File: config.mk
export PLATFORM = sky130hd
export DESIGN_NAME = operand_fetch_ctrl
export DESIGN_NICKNAME = d
export VERILOG_FILES = /design/src/rtl/operand_fetch_ctrl.sv
export SDC_FILE = /design/constraint.sdc
export NUM_CORES = 1
export LEC_CHECK = 0
export ABC_AREA = 1
export CAP_MARGIN = 25
export CORE_MARGIN = 3
export CORE_UTILIZATION = 48
export DETAILED_ROUTE_END_ITERATION = 6
export DONT_BUFFER_PORTS = 1
export GPL_ROUTABILITY_DRIVEN = 0
export SYNTH_ARGS = -nofsm -noshare
export SYNTH_HDL_FRONTEND = slang
export SYNTH_SLANG_ARGS = --single-unit
export TNS_END_PERCENT = 50
File: constraint.sdc
create_clock -name clk -period 3.1 [get_ports clk]
set_input_delay 0.62 -clock clk [delete_from_list [all_inputs] [get_ports clk]]
set_output_delay 0.62 -clock clk [all_outputs]
set_load 0.1 [all_outputs]
File: src/rtl/operand_fetch_ctrl.sv
// Operand fetch sequencer: shares one register-file read port between operands A and B.
// Optional writeback forwarding into the captured operands is enabled with OPFETCH_FWD_EN.
module operand_fetch_ctrl #(
  parameter int DW = 16,
  parameter int AW = 4
) (
  input  logic          clk,
  input  logic          rst_n,
  input  logic          issue_valid,
  output logic          issue_ready,
  input  logic [AW-1:0] issue_src_a,
  input  logic [AW-1:0] issue_src_b,
  input  logic          issue_use_b,
  output logic          rf_rd_en,
  output logic [AW-1:0] rf_rd_addr,
  input  logic [DW-1:0] rf_rd_data,
  input  logic          wb_en,
  input  logic [AW-1:0] wb_addr,
  input  logic [DW-1:0] wb_data,
  output logic [DW-1:0] opa_data,
  output logic [DW-1:0] opb_data,
  output logic          op_valid,
  input  logic          op_ready
);

  typedef enum logic [2:0] {IDLE, READ_A, CAP_A, CAP_B, OUT} state_t;

  state_t          state_reg, state_next;
  logic [AW-1:0]   src_a_reg, src_a_next;
  logic [AW-1:0]   src_b_reg, src_b_next;
  logic            use_b_reg, use_b_next;
  logic            issue_ready_reg, issue_ready_next;
  logic            rf_rd_en_reg, rf_rd_en_next;
  logic [AW-1:0]   rf_rd_addr_reg, rf_rd_addr_next;
  logic [DW-1:0]   opa_reg, opa_next;
  logic [DW-1:0]   opb_reg, opb_next;
  logic            op_valid_reg, op_valid_next;
  logic [DW-1:0]   cap_a_data, cap_b_data;

`ifdef OPFETCH_FWD_EN
  // A writeback landing in the capture cycle is newer than what the RF returned.
  assign cap_a_data = (wb_en && (wb_addr == src_a_reg)) ? wb_data : rf_rd_data;
  assign cap_b_data = (wb_en && (wb_addr == src_b_reg)) ? wb_data : rf_rd_data;
`else
  logic wb_unused;
  assign wb_unused  = ^{wb_en, wb_addr, wb_data};
  assign cap_a_data = rf_rd_data;
  assign cap_b_data = rf_rd_data;
`endif

  always_ff @(posedge clk or negedge rst_n) begin
    if (!rst_n) begin
      state_reg       <= IDLE;
      src_a_reg       <= '0;
      src_b_reg       <= '0;
      use_b_reg       <= 1'b0;
      issue_ready_reg <= 1'b0;
      rf_rd_en_reg    <= 1'b0;
      rf_rd_addr_reg  <= '0;
      opa_reg         <= '0;
      opb_reg         <= '0;
      op_valid_reg    <= 1'b0;
    end else begin
      state_reg       <= state_next;
      src_a_reg       <= src_a_next;
      src_b_reg       <= src_b_next;
      use_b_reg       <= use_b_next;
      issue_ready_reg <= issue_ready_next;
      rf_rd_en_reg    <= rf_rd_en_next;
      rf_rd_addr_reg  <= rf_rd_addr_next;
      opa_reg         <= opa_next;
      opb_reg         <= opb_next;
      op_valid_reg    <= op_valid_next;
    end
  end

  // Outputs are computed for the state being entered so every port is a flop.
  always_comb begin
    state_next      = state_reg;
    src_a_next      = src_a_reg;
    src_b_next      = src_b_reg;
    use_b_next      = use_b_reg;
    rf_rd_en_next   = 1'b0;
    rf_rd_addr_next = rf_rd_addr_reg;
    opa_next        = opa_reg;
    opb_next        = opb_reg;
    op_valid_next   = op_valid_reg;
    case (state_reg)
      IDLE: begin
        if (issue_valid && issue_ready_reg) begin
          src_a_next      = issue_src_a;
          src_b_next      = issue_src_b;
          use_b_next      = issue_use_b;
          rf_rd_en_next   = 1'b1;
          rf_rd_addr_next = issue_src_a;
          state_next      = READ_A;
        end
      end
      READ_A: begin
        state_next = CAP_A;
        if (use_b_reg) begin
          rf_rd_en_next   = 1'b1;
          rf_rd_addr_next = src_b_reg;
        end
      end
      CAP_A: begin
        opa_next = cap_a_data;
        if (use_b_reg) begin
          state_next = CAP_B;
        end else begin
          opb_next      = '0;
          op_valid_next = 1'b1;
          state_next    = OUT;
        end
      end
      CAP_B: begin
        opb_next      = cap_b_data;
        op_valid_next = 1'b1;
        state_next    = OUT;
      end
      OUT: begin
        if (op_ready) begin
          op_valid_next = 1'b0;
          state_next    = IDLE;
        end
      end
      default: state_next = IDLE;
    endcase
    issue_ready_next = (state_next == IDLE);
  end

  assign issue_ready = issue_ready_reg;
  assign rf_rd_en    = rf_rd_en_reg;
  assign rf_rd_addr  = rf_rd_addr_reg;
  assign opa_data    = opa_reg;
  assign opb_data    = opb_reg;
  assign op_valid    = op_valid_reg;

endmodule

==> flow_summary.json, run 1 <==
{
  "status": "completed",
  "yosysMostFrequentCell": "dfrtp_1",
  "critPathLaunchType": "flip-flop",
  "critPathMaxFanout": 2,
  "via_per_inst": 5.23,
  "htree_num_levels": 2,
  "final_hold_viol_count": 0,
  "dr.pass1.iters": 4,
  "yosysTopAreaCell": "dfrtp_1",
  "syn_nets": 245,
  "drc": 0,
  "setup_viol": 0,
  "whs_ns": 0.0185,
  "cp-end-kind": "output port",
  "r2r_setup_slack_ns": 1.30,
  "endpoint": "issue_ready",
  "fin_setup_tns_ns": 0,
  "synth-compound-area-share_pct": 16.0,
  "drt_wl_total_um": 3830,
  "period_share_pct": 60.4,
  "drive_above_1_share_pct": 29.9,
  "ys_types": 20,
  "synth_commonest_cells": "dfrtp_1 (47), nand2_1 (43), o21ai_2 (24)",
  "io_buffers": 0,
  "synth_area_per_cell_um2": 10.6,
  "async_reset_ff_share_pct": 100,
  "max_slew.worst_pin.slew_ns": 0.946,
  "synth_fa_ha_area_share_pct": 0,
  "grt_usage_pct": 15.5,
  "synth.top_cell.area_share_pct": 56.9,
  "synth_simple_gate_area_share_pct": 18.6,
  "synth_area_leaders": "dfrtp_1 (57%), o21ai_2 (10%), nand2_1 (7.8%)",
  "hp-class": "input pin to async pin",
  "synth-edff-count": 0,
  "dp.cells": 238,
  "clk_latency_ns": 0.29,
  "ant_nets": 0,
  "finalCriticalPeriod_ns": 1.87,
  "die_h_um": 71.6,
  "fin_cells": 247,
  "die_x_um": 71.6,
  "cts_root_buf": "clkbuf_8",
  "skew_ns": 0.00649,
  "synth-seq-area-share_pct": 56.9,
  "antenna_found_initial": 0,
  "clkSlewWorstSetupHoldPaths_ns": 0.08,
  "dr_total_vias": 1293,
  "slew_viol_final": 0,
  "numCtsBuffers": 5,
  "clock_sinks": 47,
  "num_io_pins": 89,
  "placeableCoreArea_um2": 4090,
  "overflow": 0,
  "ys_ff_latch": 47,
  "crit_arrival_ns": 1.25,
  "pre_cts_ws_ns": 1.30,
  "yosysWarnings": 0,
  "synth_top_family_by_area": "simple AND/OR/NAND/NOR gates",
  "cp_num_cells": 0,
  "synth_xor_area_share_pct": 0,
  "start_util_pct": 50.6,
  "max_freq_mhz": 534,
  "rows": 23,
  "routedWlPerCell_um": 15.5,
  "syn2layout_area_growth_pct": 4.72,
  "timing.rr.end": "use_b_reg",
  "grt_pass1_wl_um": 6280,
  "antenna_cells": 0,
  "synthMuxAreaShare_pct": 0,
  "rr_worst_depth": 3,
  "cts_tree": "built",
  "setup.worst_path.start": "issue_ready",
  "nets": 247,
  "timing.rr.start": "issue_ready",
  "hpwl_um": 2670,
  "cts_buffer_depth": 2,
  "maxCapViolCount": 0,
  "criticalPathCategory": "flip-flop to output port",
  "die-area_um2": 5130,
  "relSlewSlack_pct": 36.9,
  "critical_path_required_ns": 2.48,
  "drt_iter0_markers": 59,
  "fin_ws_ns": 1.23,
  "synth_area_um2": 2070,
  "cts_resized": 0,
  "postSynthCellCount": 195,
  "rsz0062_at_grt": "no",
  "grt_pass1_vias": 1315,
  "synth_flop_cell": "dfrtp_1",
  "grt_max_degree": 48
}
worst min path at each step:
stage	from	endpoint	slack, ns
final	rst_n	rf_rd_addr[1]	0.02
after detailed placement	rst_n	op_valid	0.33
after global placement	rst_n	opb_data[1]	0.33
after global routing	rst_n	issue_ready	0.0004
after CTS	rst_n	opb_data[6]	0.004
after floorplan	rst_n	issue_ready	0.32
metal layers:
layer	part of all wire (%)	vias to the layer above	track usage, %
met4	0.50	0	3.76
met5	0	-	0
met3	8.2	2	7.15
met2	51	40	26.7
met1	41	631	17.5
li1	-	620	-
cells in the final DEF, fill, tap and decap left out:
cell,synthesis,layout
nand4_4,1,1
o21ai_1,8,8
nand2_4,2,2
inv_2,4,4
o21ai_2,24,24
clkinv_2,0,1
nor2_8,1,1
nor2_1,6,6
buf_12,0,1
a21oi_2,5,5
o21ai_4,1,1
dfrtp_1,47,47
nand2_1,43,43
nor2_4,1,1
o21ai_0,4,4
dlygate4sd3_1,0,1
inv_1,21,21
clkbuf_8,0,6
nand4_2,1,1
nand3_2,1,1
nand2_2,10,10
nand3_1,8,8
repair_timing:
item                                    4_1_cts  5_1_grt
hold endpoints to repair                      0       25
buffers inserted                              0        0
hold buffers                                  0        2
endpoints found under the setup margin        0        0
cells by family (layout without fill, tap and decap cells):
kind of cell / after synthesis / after routing
simple gates: 74 / 74
compound gates: 42 / 42
flops: 47 / 47
buf+inv: 32 / 34
metrics by stage:
stage / instance area [µm²] / utilization (%)
after global routing: 2160 / 53.0
after global placement: 2050 / 50.1
after floorplan: 2070 / -
final: 2160 / 53.0
after CTS: 2130 / 52.2
after detailed placement: 2050 / 50.1
final cells by class:
class,count,area (µm²)
Fill cell,382,1920
Clock inverter,1,5.00
Inverter,25,93.8
Multi-Input combinational cell,116,714
Clock buffer,6,82.6
Sequential cell,47,1180
Tap cell,50,62.6
Timing Repair Buffer,2,30.0
Power of run 1 is not shown: default switching activity piles up to over one toggle a cycle in this logic, so the estimate is an artifact.
==> inputs of run 2 (changes only) <==
==> constraint.sdc (replaced) <==
create_clock -name clk -period 1.76 [get_ports clk]
set_input_delay 0.352 -clock clk [delete_from_list [all_inputs] [get_ports clk]]
set_output_delay 0.352 -clock clk [all_outputs]
set_load 0.1 [all_outputs]
==> flow_summary.json, run 2 (synthesis results as in run 1) <==
{
  "status": "completed",
  "numCtsBuffers": 5,
  "cp-end-kind": "flip-flop",
  "htree_num_levels": 2,
  "max_freq_mhz": 705,
  "clk_latency_ns": 0.28,
  "num_io_pins": 89,
  "grt_usage_pct": 17.4,
  "criticalPathCategory": "flip-flop to flip-flop",
  "critical_path_required_ns": 1.93,
  "final_common_cell": "dfrtp_1",
  "via_per_inst": 4.99,
  "r2r_setup_slack_ns": 0.34,
  "finalCriticalPeriod_ns": 1.42,
  "rr_worst_depth": 4,
  "wl_met2_um": 2140,
  "clock_sinks": 47,
  "die_h_um": 71.6,
  "fillerInstances": 351,
  "critPathLaunchType": "flip-flop",
  "maxCapViolCount": 0,
  "cts_setup_buffers": 0,
  "io_buffers": 0,
  "relSlewSlack_pct": 70.2,
  "most-common-layout-cells": "dfrtp_1 (47), nand2_1 (43), buf_4 (39)",
  "routedWlPerCell_um": 14.4,
  "final_hold_viol_count": 0,
  "crit_arrival_ns": 1.59,
  "drt_wl_total_um": 4140,
  "dp.cells": 278,
  "dr.pass1.iters": 5,
  "clkSlewWorstSetupHoldPaths_ns": 0.08,
  "drt_iter0_markers": 57,
  "setup_viol": 0,
  "rows": 23,
  "antenna_found_initial": 0,
  "dr_total_vias": 1437,
  "drive_above_1_share_pct": 41.6,
  "fin_cells": 288,
  "placeableCoreArea_um2": 4090,
  "hp-class": "input pin to flip-flop",
  "drc": 0,
  "max_slew.worst_pin.slew_ns": 0.446,
  "grt_pass1_vias": 1567,
  "cts_buffer_depth": 2,
  "rsz0062_at_grt": "no",
  "final_cell_area_um2": 2500,
  "cts_root_buf": "clkbuf_8",
  "post_dp_cell_area_um2": 2360,
  "die-area_um2": 5130,
  "wl_met1_um": 1720,
  "grt_pass1_wl_um": 7180,
  "setup.worst_path.start": "state_reg[0]",
  "fin_setup_tns_ns": 0,
  "period_share_pct": 80.6,
  "worstHoldStart": "rf_rd_data[13]",
  "nets": 287,
  "timing.rr.end": "use_b_reg",
  "timing.rr.start": "state_reg[0]",
  "slew_viol_final": 0,
  "ant_nets": 0,
  "syn2layout_area_growth_pct": 20.8,
  "cts_tree": "built",
  "grt_max_degree": 48,
  "min_path_cells": 2,
  "start_util_pct": 50.6,
  "hpwl_um": 2940,
  "endpoint": "use_b_reg",
  "overflow": 0,
  "critPathMaxFanout": 17,
  "skew_ns": 0.00702,
  "wl_met3_um": 260,
  "die_x_um": 71.6,
  "antenna_cells": 0,
  "top_layer_used": "met4"
}
## run 2: critical path, cell delays in order (launching register included)
cell and delay [ns]:
dfrtp_1 0.54, nor2_4 0.21, nand4_4 0.27, nor2_1 0.24, a21oi_2 0.05
## run 2: layout make-up
class	instances	area (µm²)	share of cell area [%]
flip-flops and latches	47	1180	47.1
multi-input cells	116	714	28.6
repair buffers	42	350	14.0
clock buffers	8	100	4.01
inverters	25	93.8	3.76
well taps	50	62.6	2.51
## run 2: how the worst min path moves through the flow
stage | to | slack, ns
floorplan | issue_ready | 0.06
global placement | opb_data[0] | 0.06
detailed placement | opb_data[0] | 0.06
CTS | opb_data[13] | 0.21
global route | opa_data[7] | 0.21
finish | opb_data[13] | 0.22
## run 2: timing repair
item	in CTS	in global routing
hold endpoints to repair	47	0
gates resized for setup	0	0
endpoints found under the setup margin	0	0
hold buffers	2	0
## run 2: layer usage
metal | GRT usage (%) | vias to the layer above
li1 | - | 699
met3 | 4.91 | 2
met2 | 30.6 | 39
met1 | 21.4 | 697
met4 | 3.76 | 0
met5 | 0 | -
## run 2: metrics by stage
stage                     setup WS (ns)  utilization (%)  hold slack (ns)
final                             0.342             61.1            0.216
after detailed placement          0.349             57.7           0.0578
after CTS                         0.339             61.1            0.209
after floorplan                   0.120                -           0.0564
after global placement            0.407             57.7           0.0577
after global routing              0.227             61.1            0.211
Power of run 2 is left out for the same reason.
